[src/rtl/calc_core.sv]
// calc_core: arithmetic stage of the 8-bit calculator.
// Holds two signed operands loaded from the switch bank. On GO it runs
// ADD/SUB in one edge, or MUL/DIV over N iterative steps plus one FIX
// (sign/overflow) edge. All outputs come straight from registers.
module calc_core #(
    parameter int N = 8
) (
    input  logic         clk,
    input  logic         rst_n,
    input  logic [N-1:0] SW,
    input  logic [1:0]   OP,
    input  logic         LOAD_A,
    input  logic         LOAD_B,
    input  logic         GO,
    output logic [N-1:0] X,
    output logic         BUSY,
    output logic         DONE,
    output logic         OVF,
    output logic         DIV0
);

    localparam int CW = $clog2(N) + 1;
    localparam logic [CW-1:0] LAST_STEP = CW'(N - 1);
    localparam logic [CW-1:0] CNT_ONE   = {{(CW-1){1'b0}}, 1'b1};

    localparam logic [1:0] OP_ADD = 2'b00;
    localparam logic [1:0] OP_SUB = 2'b01;
    localparam logic [1:0] OP_MUL = 2'b10;
    localparam logic [1:0] OP_DIV = 2'b11;

    // Largest product/quotient magnitudes that still fit a signed N-bit result.
    localparam logic [2*N-1:0] POS_LIM = {{(N+1){1'b0}}, {(N-1){1'b1}}};
    localparam logic [2*N-1:0] NEG_LIM = {{N{1'b0}}, 1'b1, {(N-1){1'b0}}};

    typedef enum logic [1:0] {
        S_IDLE = 2'b00,
        S_MUL  = 2'b01,
        S_DIV  = 2'b10,
        S_FIX  = 2'b11
    } state_t;

    // Magnitude of a two's-complement value; N+1 bits so -2^(N-1) is exact.
    function automatic logic [N:0] mag_of(input logic [N-1:0] v);
        logic [N:0] ext;
        ext = {v[N-1], v};
        if (v[N-1]) begin
            mag_of = (~ext) + {{N{1'b0}}, 1'b1};
        end else begin
            mag_of = ext;
        end
    endfunction

    state_t         state_q, state_d;
    logic [N-1:0]   a_q, a_d;
    logic [N-1:0]   b_q, b_d;
    logic [N-1:0]   x_q, x_d;
    logic           ovf_q, ovf_d;
    logic           div0_q, div0_d;
    logic           done_q, done_d;
    logic           busy_q, busy_d;
    logic           sign_q, sign_d;
    logic           is_div_q, is_div_d;
    logic [CW-1:0]  cnt_q, cnt_d;
    logic [2*N-1:0] acc_q, acc_d;
    logic [2*N-1:0] mcand_q, mcand_d;
    logic [N:0]     mplier_q, mplier_d;
    logic [N-1:0]   dvd_q, dvd_d;
    logic [N:0]     dvs_q, dvs_d;
    logic [N-1:0]   rem_q, rem_d;
    logic [N-1:0]   quo_q, quo_d;

    logic [N-1:0]   sum_s;
    logic [N-1:0]   diff_s;
    logic [N:0]     mag_a_s;
    logic [N:0]     mag_b_s;
    logic [N:0]     trial_s;
    logic [N:0]     trial_sub_s;
    logic [2*N-1:0] res_mag_s;
    logic [N-1:0]   res_low_s;

    // Next-state, datapath and output decode for the IDLE/MUL/DIV/FIX sequencer.
    always_comb begin
        state_d  = state_q;
        a_d      = a_q;
        b_d      = b_q;
        x_d      = x_q;
        ovf_d    = ovf_q;
        div0_d   = div0_q;
        done_d   = 1'b0;
        busy_d   = busy_q;
        sign_d   = sign_q;
        is_div_d = is_div_q;
        cnt_d    = cnt_q;
        acc_d    = acc_q;
        mcand_d  = mcand_q;
        mplier_d = mplier_q;
        dvd_d    = dvd_q;
        dvs_d    = dvs_q;
        rem_d    = rem_q;
        quo_d    = quo_q;

        sum_s       = a_q + b_q;
        diff_s      = a_q - b_q;
        mag_a_s     = mag_of(a_q);
        mag_b_s     = mag_of(b_q);
        trial_s     = {rem_q, dvd_q[N-1]};
        trial_sub_s = trial_s - dvs_q;
        res_mag_s   = is_div_q ? {{N{1'b0}}, quo_q} : acc_q;
        res_low_s   = sign_q ? ((~res_mag_s[N-1:0]) + {{(N-1){1'b0}}, 1'b1})
                             : res_mag_s[N-1:0];

        case (state_q)
            S_IDLE: begin
                // GO below reads a_q/b_q, so a same-cycle load only affects later ops.
                a_d = LOAD_A ? SW : a_q;
                b_d = LOAD_B ? SW : b_q;
                if (GO) begin
                    case (OP)
                        OP_ADD: begin
                            x_d    = sum_s;
                            ovf_d  = (a_q[N-1] == b_q[N-1]) && (sum_s[N-1] != a_q[N-1]);
                            div0_d = 1'b0;
                            done_d = 1'b1;
                        end
                        OP_SUB: begin
                            x_d    = diff_s;
                            ovf_d  = (a_q[N-1] != b_q[N-1]) && (diff_s[N-1] != a_q[N-1]);
                            div0_d = 1'b0;
                            done_d = 1'b1;
                        end
                        OP_MUL: begin
                            mcand_d  = {{(N-1){1'b0}}, mag_a_s};
                            mplier_d = mag_b_s;
                            acc_d    = {(2*N){1'b0}};
                            cnt_d    = {CW{1'b0}};
                            sign_d   = a_q[N-1] ^ b_q[N-1];
                            is_div_d = 1'b0;
                            busy_d   = 1'b1;
                            state_d  = S_MUL;
                        end
                        OP_DIV: begin
                            if (b_q == {N{1'b0}}) begin
                                x_d    = {N{1'b0}};
                                ovf_d  = 1'b0;
                                div0_d = 1'b1;
                                done_d = 1'b1;
                            end else begin
                                dvd_d    = mag_a_s[N-1:0];
                                dvs_d    = mag_b_s;
                                rem_d    = {N{1'b0}};
                                quo_d    = {N{1'b0}};
                                cnt_d    = {CW{1'b0}};
                                sign_d   = a_q[N-1] ^ b_q[N-1];
                                is_div_d = 1'b1;
                                busy_d   = 1'b1;
                                state_d  = S_DIV;
                            end
                        end
                        default: begin
                            state_d = S_IDLE;
                        end
                    endcase
                end else begin
                    state_d = S_IDLE;
                end
            end
            S_MUL: begin
                acc_d    = mplier_q[0] ? (acc_q + mcand_q) : acc_q;
                mcand_d  = {mcand_q[2*N-2:0], 1'b0};
                mplier_d = {1'b0, mplier_q[N:1]};
                cnt_d    = cnt_q + CNT_ONE;
                if (cnt_q == LAST_STEP) begin
                    state_d = S_FIX;
                end else begin
                    state_d = S_MUL;
                end
            end
            S_DIV: begin
                dvd_d = {dvd_q[N-2:0], 1'b0};
                // Remainder stays below the divisor (<= 2^(N-1)), so N bits hold it.
                if (trial_s >= dvs_q) begin
                    rem_d = trial_sub_s[N-1:0];
                    quo_d = {quo_q[N-2:0], 1'b1};
                end else begin
                    rem_d = trial_s[N-1:0];
                    quo_d = {quo_q[N-2:0], 1'b0};
                end
                cnt_d = cnt_q + CNT_ONE;
                if (cnt_q == LAST_STEP) begin
                    state_d = S_FIX;
                end else begin
                    state_d = S_DIV;
                end
            end
            S_FIX: begin
                // Overflow covers both 12*-11 style products and -2^(N-1) / -1.
                x_d     = res_low_s;
                ovf_d   = sign_q ? (res_mag_s > NEG_LIM) : (res_mag_s > POS_LIM);
                div0_d  = 1'b0;
                done_d  = 1'b1;
                busy_d  = 1'b0;
                state_d = S_IDLE;
            end
            default: begin
                busy_d  = 1'b0;
                state_d = S_IDLE;
            end
        endcase
    end

    // Sequencer state register; reset aborts any operation in flight.
    always_ff @(posedge clk or negedge rst_n) begin
        if (!rst_n) begin
            state_q <= S_IDLE;
        end else begin
            state_q <= state_d;
        end
    end

    // Operand, iteration and result/status registers.
    always_ff @(posedge clk or negedge rst_n) begin
        if (!rst_n) begin
            a_q      <= {N{1'b0}};
            b_q      <= {N{1'b0}};
            x_q      <= {N{1'b0}};
            ovf_q    <= 1'b0;
            div0_q   <= 1'b0;
            done_q   <= 1'b0;
            busy_q   <= 1'b0;
            sign_q   <= 1'b0;
            is_div_q <= 1'b0;
            cnt_q    <= {CW{1'b0}};
            acc_q    <= {(2*N){1'b0}};
            mcand_q  <= {(2*N){1'b0}};
            mplier_q <= {(N+1){1'b0}};
            dvd_q    <= {N{1'b0}};
            dvs_q    <= {(N+1){1'b0}};
            rem_q    <= {N{1'b0}};
            quo_q    <= {N{1'b0}};
        end else begin
            a_q      <= a_d;
            b_q      <= b_d;
            x_q      <= x_d;
            ovf_q    <= ovf_d;
            div0_q   <= div0_d;
            done_q   <= done_d;
            busy_q   <= busy_d;
            sign_q   <= sign_d;
            is_div_q <= is_div_d;
            cnt_q    <= cnt_d;
            acc_q    <= acc_d;
            mcand_q  <= mcand_d;
            mplier_q <= mplier_d;
            dvd_q    <= dvd_d;
            dvs_q    <= dvs_d;
            rem_q    <= rem_d;
            quo_q    <= quo_d;
        end
    end

    assign X    = x_q;
    assign BUSY = busy_q;
    assign DONE = done_q;
    assign OVF  = ovf_q;
    assign DIV0 = div0_q;

endmodule
[config.mk]
export PLATFORM = sky130hd
export DESIGN_NAME = calc_core
export DESIGN_NICKNAME = d
export VERILOG_FILES = /design/src/rtl/calc_core.sv
export SDC_FILE = /design/constraint.sdc
export NUM_CORES = 1
export LEC_CHECK = 0
export ABC_AREA = 1
export CAP_MARGIN = 20
export CORE_UTILIZATION = 60
export DETAILED_ROUTE_END_ITERATION = 16
export GPL_TIMING_DRIVEN = 0
export HOLD_SLACK_MARGIN = 0.1
export PLACE_DENSITY = 0.85
export SLEW_MARGIN = 0
export SYNTH_ARGS = -nofsm -noshare
export SYNTH_HDL_FRONTEND = slang
export SYNTH_SLANG_ARGS = --single-unit
export TNS_END_PERCENT = 30
[constraint.sdc]
create_clock -name clk -period 2.7 [get_ports clk]
set_clock_uncertainty 0.2 [all_clocks]
set_input_delay 0.405 -clock clk [delete_from_list [all_inputs] [get_ports clk]]
set_output_delay 0.405 -clock clk [all_outputs]
set_load 0.005 [all_outputs]
==> metrics.md, run 1 <==
| Metric | Value |
|---|---|
| Drt first-iter violations | `591` |
| Met1 Use GR | `40.8%` |
| Yosys cell types | `44` |
| Final ANT Viol Nets | `0` |
| Core footprint | `12000 µm²` |
| Synth Flop Type | `dfrtp_1` |
| Worst Setup End Kind | `flop` |
| Routed wire length | `18000 µm` |
| Switching power | `5240 µW` |
| Synth top area cells | `dfrtp_1, nand2_1, ha_1, inv_1, o21ai_0` |
| Max-cap viol count | `0` |
| Achievable clock frequency | `416 MHz` |
| IO buf count | `26` |
| Synth top cells by count | `nand2_1, inv_1, dfrtp_1, nor2_1, o21ai_0` |
| IO Count | `27` |
| M2 GR Usage | `49.4%` |
| Clock transition at path regs | `80 ps` |
| Final Hold Vio Count | `0` |
| Yosys top cell area share | `37.3%` |
| Register area | `2750 µm²` |
| Die area | `12700 µm²` |
| FF+latch count, synth | `110` |
| Worst Tran Pin Value | `742 ps` |
| Fin nets | `1119` |
| DP Wirelength | `13500 µm` |
| WS Path Type | `reg -> reg` |
| CP Data Required Time | `2810 ps` |
| Slew HR | `50.1%` |
| Post-route cell area | `8170 µm²` |
| Initial Util | `61.4%` |
| Post-cts sizing count | `0` |
| Multi-input gate area | `3970 µm²` |
| First-pass GRT wire length | `29900 µm` |
| Share of layout cells above drive strength 1 | `7.46%` |
| Global-route usage over all layers | `29.9%` |
| Cell Pwr Density | `1290 nW/µm²` |
| Synthesis-to-layout area growth | `10.8%` |
| Async S/R FF share, synth | `100%` |
| Register area share after synthesis | `37.3%` |
| Post-DP Area | `7840 µm²` |
| Hold Worst Slack | `287 ps` |
| P_int | `5280 µW` |
| Post-synthesis cell count | `1015` |
| Post-synth top area cell | `dfrtp_1` |
| Final Wtd Congestion | `0.938` |
| Final Max Tran Viols | `0` |
| WP data arrival | `2510 ps` |
| Filler cells | `1021` |
| # rows | `40` |
| Status | `finished clean` |
| Synth Cell Area | `7370 µm²` |
| Antenna Cells | `0` |
| Sw frac | `49.8%` |
| Setup TNS | `0 ps` |
| Mean routed wirelength per cell | `14.9 µm` |
| Fin crit period | `2410 ps` |
| Leakage power | `0.00429 µW` |
| Die Wd | `113 µm` |
| Post CTS Setup Buffer Count | `0` |
| VDD IR max | `0.000634 V` |
| Total grt overflow | `0` |
| Met3 Resource Use GR | `3.43%` |
| Clock sink count | `110` |
| Worst hold path type | `reg -> reg` |
| Vias post-DR | `6712` |
| RSZ-0062 raised after global routing | `false` |
| H-tree Lvls | `3` |
| Vias in the first global route | `6242` |
| Crit-path max FO | `6` |
| Remaining DRCs | `0` |
| Initial antenna violation count | `0` |
| Clk pwr share | `13.5%` |
| Final worst-path cycle share | `89.1%` |
| Global routing's busiest layer | `met2` |
| Synth warnings | `0` |
| Syn Nets | `1080` |
| Die Y | `113 µm` |
| Logic gate share of total power | `59.8%` |
| Clock Tree Buf Depth | `2` |
| Most common cell in the netlist | `nand2_1` |
| Worst skew pair latency | `360 ps` |
| Avg Vias per Cell | `5.57` |
| TritonRoute pass-1 iters | `5` |
| Final count of negative-setup-slack endpoints | `0` |
| Util after Layout | `68.0%` |
| Clk root buf | `clkbuf_16` |
| Total CTS buffers | `9` |
| Largest net degree at the start of global routing | `58` |
| Reg power frac | `26.7%` |
| Syn avg cell area | `7.26 µm²` |
| Nature of the critical path startpoint | `flop` |
| Post-synth EDFFs | `0` |
| CTS tree | `built` |
[metal layers]
layer,vias up,part of all wire [%]
met3,27,6.4
li1,3372,-
met4,0,2.3
met5,-,0
met2,236,46
met1,3077,45
[layout by cell type, fill, tap and decap left out, types with 3 or more instances in the layout]
| cell type | count |
|---|---|
| inv_1 | 116 |
| o21ai_2 | 5 |
| buf_6 | 4 |
| nand3_1 | 61 |
| o22ai_1 | 9 |
| clkbuf_1 | 6 |
| xor2_1 | 14 |
| nand2_2 | 5 |
| nand2_1 | 291 |
| a31oi_1 | 5 |
| o21ai_1 | 32 |
| a21o_1 | 6 |
| nand4_1 | 9 |
| o21ai_0 | 70 |
| nor2_1 | 80 |
| a21oi_1 | 61 |
| fa_1 | 4 |
| nor3_1 | 3 |
| nor2_2 | 4 |
| buf_4 | 4 |
| nand3b_1 | 8 |
| inv_2 | 13 |
| dfrtp_1 | 110 |
| o211ai_1 | 4 |
| o31ai_1 | 7 |
| buf_2 | 12 |
| clkdlybuf4s50_1 | 25 |
| clkbuf_16 | 9 |
| ha_1 | 46 |
| xnor2_1 | 4 |
[state kept, by name, indices dropped and copies added, names as in the netlist, 9 cells and up]
name and cells:
mplier_q 9, acc_q 16, mcand_q 16, dvs_q 9
[path summary, 6_finish.rpt]
check	start	slack [ps]	to	cells after the start
min in group asynchronous	rst_n	470	rem_q[5]	2
max in group asynchronous	rst_n	1130	mplier_q[3]	3
max	a_q[0]	290	X[4]	12
min	mplier_q[1]	290	mplier_q[1]	2
max reg2reg	a_q[0]	290	X[4]	12
min reg2reg	mplier_q[1]	290	mplier_q[1]	2
[worst max-delay path: stages, from the launching register on]
cell,delay (ps)
dfrtp_1,390
inv_1,130
ha_1,250
fa_1,360
inv_1,150
a21oi_1,120
nand2_1,70
nand2_1,40
o21ai_0,290
nand2_1,110
o21ai_0,110
nand2_1,90
nand2_1,60
[layout make-up]
class | count | share of cell area, %
Inverter | 131 | 6.05
Sequential cell | 110 | 33.7
Tap cell | 147 | 2.25
Clock buffer | 11 | 3.09
Clock inverter | 5 | 0.796
Buffer | 27 | 1.96
Multi-Input combinational cell | 747 | 48.5
Timing Repair Buffer | 28 | 3.61
[through the flow]
step | power [µW] | std cells | setup WS [ps]
4_1_cts | 10400 | 1206 | 313
3_5_place_dp | 8970 | 1189 | 258
5_1_grt | 11500 | 1206 | 175
3_3_place_gp | 8790 | 1188 | -3170
2_1_floorplan | 7330 | 1015 | 790
6_report | 10500 | 1206 | 294
[power by group through the flow]
stage / Combinational (µW) / Clock [µW] / Sequential (µW)
global placement: 5990 / 0 / 2790
CTS: 6200 / 1440 / 2800
detailed placement: 6150 / 0 / 2820
finish: 6290 / 1420 / 2810
global route: 7120 / 1500 / 2890
floorplan: 4660 / 0 / 2670
[cell families (layout without fill, tap and decap cells)]
group | after synthesis | count (layout) | share of synthesized area [%]
adder cells (fa/ha/maj) | 50 | 50 | 8.89
XOR/XNOR | 18 | 18 | 2.14
AND/OR/NAND/NOR | 473 | 473 | 27.2
buffers and inverters | 158 | 202 | 8.87
flip-flops | 110 | 110 | 37.3
AO/OA/AOI/OAI | 206 | 206 | 15.6
[timing repair]
action	4_1_cts	5_1_grt
endpoints found under the hold margin	56	0
setup endpoints to repair	0	0
hold buffers	1	0
(Power assumes the default switching activity.)
==> run 2, diff against run 1 <==
- GPL_TIMING_DRIVEN: 0 -> not set
==> run 2 against run 1 <==
- die area unchanged
- setup slack better by 27 ps
- register-to-register slack better by 30 ps
- utilization is 1.0 points lower
- combinational power decreased by 4.3%
- flip-flop and latch count did not move
- maximum frequency is 1.1% higher
- worst hold slack lost 16 ps
- clock power about the same
- critical path type unchanged
- critical endpoint is now dvd_q[4]
==> metrics.md, run 2 (synthesis gave the netlist of run 1 again) <==
| Metric | Value |
|---|---|
| Worst Tran Pin Value | `557 ps` |
| Initial Util | `61.4%` |
| Total grt overflow | `0` |
| DP Wirelength | `13800 µm` |
| Vias in the first global route | `6357` |
| CP Data Required Time | `2770 ps` |
| Clock Tree Buf Depth | `2` |
| R2r startpoint | `state_q[0]` |
| Achievable clock frequency | `420 MHz` |
| H-tree Lvls | `3` |
| First-pass GRT wire length | `31000 µm` |
| Reg2reg path depth | `10` |
| VDD IR max | `0.00120 V` |
| Final ANT Viol Nets | `0` |
| Avg Vias per Cell | `5.62` |
| Global-route usage over all layers | `31.0%` |
| Clock transition at path regs | `80 ps` |
| # rows | `40` |
| Worst hold path type | `in -> async` |
| Setup TNS | `0 ps` |
| Post CTS Setup Buffer Count | `0` |
| Worst Setup End Kind | `flop` |
| Share of layout cells above drive strength 1 | `6.25%` |
| Status | `finished clean` |
| Final count of negative-setup-slack endpoints | `0` |
| Leakage power | `0.00423 µW` |
| IO buf count | `26` |
| Commonest non-fill, non-tap cell in the layout | `nand2_1` |
| RSZ-0062 raised after global routing | `false` |
| Vias post-DR | `6672` |
| Clock sink count | `110` |
| Die Y | `113 µm` |
| Synthesis-to-layout area growth | `9.18%` |
| Routed wire length | `18200 µm` |
| Fin crit period | `2380 ps` |
| Core footprint | `12000 µm²` |
| WP data arrival | `2450 ps` |
| CTS tree | `built` |
| Drt first-iter violations | `547` |
| Cell Pwr Density | `1290 nW/µm²` |
| Filler cells | `1039` |
| Mean routed wirelength per cell | `15.4 µm` |
| Die Wd | `113 µm` |
| Remaining DRCs | `0` |
| Final worst-path cycle share | `88.1%` |
| Total CTS buffers | `9` |
| Fin nets | `1100` |
| Initial antenna violation count | `0` |
| Final Wtd Congestion | `0.951` |
| Die area | `12700 µm²` |
| Max-cap viol count | `0` |
| Most frequent cells in the layout | `nand2_1, inv_1, dfrtp_1` |
| Crit-path max FO | `19` |
| IO Count | `27` |
| Fin cells | `1187` |
| Final Max Tran Viols | `0` |
| R2R setup slack | `320 ps` |
| Worst skew pair latency | `370 ps` |
| Placed Cells | `1170` |
| Post-cts sizing count | `0` |
| Hold Worst Slack | `270 ps` |
| Antenna Cells | `0` |
| Largest registers | `acc_q (16), mcand_q (16)` |
| TritonRoute pass-1 iters | `5` |
| Clk root buf | `clkbuf_16` |
| Final Hold Vio Count | `0` |
| Util after Layout | `67.0%` |
| Hold buffer count at CTS | `1` |
| Largest net degree at the start of global routing | `47` |
| WS Path Type | `reg -> reg` |
| Slew HR | `62.5%` |
| Nature of the critical path startpoint | `flop` |
| Reg-to-Reg End | `dvd_q[4]` |
run 2: cell types whose count changed in the layout (fill, tap and decap cells not counted), sizes merged:
| cell | before | now |
|---|---|---|
| buf | 21 | 10 |
| clkbuf | 19 | 10 |
| clkinvlp | 2 | 0 |
| inv | 132 | 134 |
| clkinv | 1 | 2 |
run 2: area by class of cell:
type                    count  area [µm²]  share of cell area [%]
clock buffers              10         229                    2.84
clock inverters             6        76.3                   0.948
inverters                 131         494                    6.14
multi-input cells         747        3970                    49.3
flip-flops and latches    110        2750                    34.2
well taps                 147         184                    2.28
repair buffers             36         348                    4.32
run 2: how the worst max path moves through the flow:
stage	depth (start not counted)	startpoint	to
after floorplan	11	acc_q[0]	acc_q[12]
after global placement	9	OP[0]	dvd_q[4]
after detailed placement	9	OP[0]	dvd_q[4]
after CTS	10	state_q[0]	dvd_q[7]
after global routing	12	b_q[4]	OVF
final	10	state_q[0]	dvd_q[4]
run 2: critical path: stages, from the launching register on:
cell	delay, ps
dfrtp_1	420
inv_1	100
ha_1	420
nand2_2	140
inv_2	110
nand2_1	70
o21ai_2	90
nand2_4	190
inv_2	250
o21ai_0	120
o21ai_0	160
run 2: per-stage QoR:
stage | setup slack, ps | total power [µW] | instance area [µm²]
floorplan | 790 | 7330 | 7370
global placement | 354 | 8640 | 7730
detailed placement | 280 | 8820 | 7730
CTS | 379 | 10300 | 8050
global route | 98.7 | 11300 | 8050
finish | 321 | 10300 | 8050
run 2: layer usage:
layer | global-route usage [%] | routed length [µm] | vias up
met4 | 9.39 | 429 | 0
met3 | 6.21 | 1180 | 37
met5 | 0 | 0 | -
met2 | 50.5 | 8530 | 213
li1 | - | - | 3330
met1 | 42.0 | 8080 | 3092
run 2: where the power goes:
part,switching (µW),internal [µW]
Clock,658,739
Sequential,650,2280
Combinational,3920,2100
Total,5230,5120
==> run 3, diff against run 2 <==
- clock period: 2.7 -> 2.8 ns (I/O delays scaled with it)
==> run 3 against run 2 <==
- via count is 0.40% higher
- maximum frequency up 1.4%
- sequential power decreased by 4%
- critical path type unchanged
- flip-flop and latch count did not move
- critical path depth unchanged
- clock power down 4%
- worst hold slack improved by 7.8 ps
- utilization fell by 0.18 points
- critical endpoint is now dvd_q[7]
- die area is the same
- first-iteration DRC count rose by 6.8%
- global-route usage decreased by 0.63 points
==> metrics.md, run 3 (synthesis gave the netlist of run 1 again) <==
| Metric | Value |
|---|---|
| Final Hold Vio Count | `0` |
| Cell Pwr Density | `1240 nW/µm²` |
| Reg power frac | `28.3%` |
| TritonRoute pass-1 iters | `6` |
| WS Path Type | `reg -> reg` |
| First-pass GRT wire length | `30200 µm` |
| Clock transition at path regs | `80 ps` |
| Status | `finished clean` |
| Synthesis-to-layout area growth | `8.89%` |
| Routed wire length | `18000 µm` |
| Hold_sp | `X[4]` |
| Post-cts sizing count | `0` |
| Min-Delay Endpoint | `X[4]` |
| Initial Util | `61.4%` |
| P_int | `4920 µW` |
| Clock Tree Buf Depth | `2` |
| Most frequent cells in the layout | `nand2_1, inv_1, dfrtp_1` |
| Util after Layout | `66.8%` |
| Crit-path max FO | `19` |
| IO buf count | `26` |
| Hold Worst Slack | `278 ps` |
| Post-DP Area | `7710 µm²` |
| Worst skew pair latency | `360 ps` |
| Leakage power | `0.00422 µW` |
| IO Count | `27` |
| Slew HR | `45.7%` |
| Fin crit period | `2350 ps` |
| Fin nets | `1099` |
| H-tree Lvls | `3` |
| Initial antenna violation count | `0` |
| Die area | `12700 µm²` |
| Worst slack, placed | `378 ps` |
| # rows | `40` |
| Largest registers | `acc_q (16), mcand_q (16)` |
| CP Data Required Time | `2880 ps` |
| Global-route usage over all layers | `30.3%` |
| Reg-to-Reg End | `dvd_q[7]` |
| Largest net degree at the start of global routing | `62` |
| Achievable clock frequency | `426 MHz` |
| Post-route cell area | `8030 µm²` |
| Reg2reg path depth | `10` |
| Share of layout cells above drive strength 1 | `6.26%` |
| Worst hold path depth | `2` |
| Total CTS buffers | `9` |
| Logic gate share of total power | `58.3%` |
| Commonest non-fill, non-tap cell in the layout | `nand2_1` |
| Switching power | `5010 µW` |
| Final ANT Viol Nets | `0` |
| Antenna Cells | `0` |
| Setup TNS | `0 ps` |
| Mean routed wirelength per cell | `15.2 µm` |
| Final Wtd Congestion | `0.938` |
| Die Wd | `113 µm` |
| Worst Tran Pin Value | `806 ps` |
| Remaining DRCs | `0` |
| VDD IR max | `0.00119 V` |
| CTS tree | `built` |
| Nature of the critical path startpoint | `flop` |
| Clk root buf | `clkbuf_16` |
| RSZ-0062 raised after global routing | `false` |
| Avg Vias per Cell | `5.65` |
| R2R setup slack | `450 ps` |
| Drt first-iter violations | `584` |
| Final Max Tran Viols | `0` |
| R2r startpoint | `state_q[0]` |
| Clock sink count | `110` |
| Sw frac | `50.5%` |
| Hold buffer count at CTS | `1` |
| Die Y | `113 µm` |
| Final count of negative-setup-slack endpoints | `0` |
| Final worst-path cycle share | `83.8%` |
| Post CTS Setup Buffer Count | `0` |
| Max-cap viol count | `0` |
| DP Wirelength | `13700 µm` |
| Core footprint | `12000 µm²` |
| Clk pwr share | `13.4%` |
| Total grt overflow | `0` |
| Worst Setup End Kind | `flop` |
| Fin worst setup slack | `455 ps` |
| WP data arrival | `2420 ps` |
| Vias post-DR | `6699` |
| Vias in the first global route | `6184` |
| Worst hold path type | `reg -> reg` |
==> run 3: changes by cell type in the layout (fill, tap and decap cells not counted) <==
cell / previous run / this run
buf_12: 1 / 0
clkbuf_1: 1 / 0
clkinv_2: 0 / 1
clkinv_4: 1 / 2
inv_8: 1 / 0
==> run 3: layer usage <==
| layer | track usage, % | part of all wire [%] | vias to the layer above |
|---|---|---|---|
| met5 | 0 | 0 | - |
| met4 | 10.1 | 2.2 | 0 |
| met3 | 6.27 | 6.8 | 25 |
| met2 | 48.8 | 47 | 233 |
| met1 | 41.1 | 44 | 3101 |
| li1 | - | - | 3340 |
==> run 3: cell type report <==
class | count | area [µm²]
Fill cell | 980 | 3980
Sequential cell | 110 | 2750
Clock inverter | 7 | 78.8
Clock buffer | 9 | 225
Timing Repair Buffer | 35 | 328
Inverter | 131 | 494
Tap cell | 147 | 184
Multi-Input combinational cell | 747 | 3970
==> run 3: power groups by stage <==
stage          sequential (µW)  clock (µW)  combinational [µW]
2_1_floorplan             2570           0                4490
3_3_place_gp              2800           0                5530
3_5_place_dp              2810           0                5690
4_1_cts                   2790        1350                5730
5_1_grt                   2880        1410                6550
6_report                  2810        1340                5790
==> run 3: worst max-delay path by stage <==
stage | start | end | slack, ps | depth (start not counted)
2_1_floorplan | acc_q[0] | acc_q[12] | 890 | 11
3_3_place_gp | OP[0] | dvd_q[4] | 440 | 9
3_5_place_dp | OP[0] | dvd_q[7] | 380 | 9
4_1_cts | b_q[1] | dvd_q[7] | 510 | 9
5_1_grt | b_q[1] | cnt_q[1] | 270 | 10
6_report | state_q[0] | dvd_q[7] | 450 | 10
==> run 3: through the flow <==
stage               std cells  total power, µW
floorplan                1015             7070
global placement         1169             8330
detailed placement       1169             8500
CTS                      1186             9870
global route             1186            10800
finish                   1186             9940
==> run 3: critical path, stage by stage, from the launching register on <==
cell and delay, ps:
dfrtp_1 410, inv_1 100, ha_1 410, nand2_2 120, inv_2 100, nand2_1 70, o21ai_2 90, nand2_4 190
inv_2 250, o21ai_0 140, o22ai_1 160
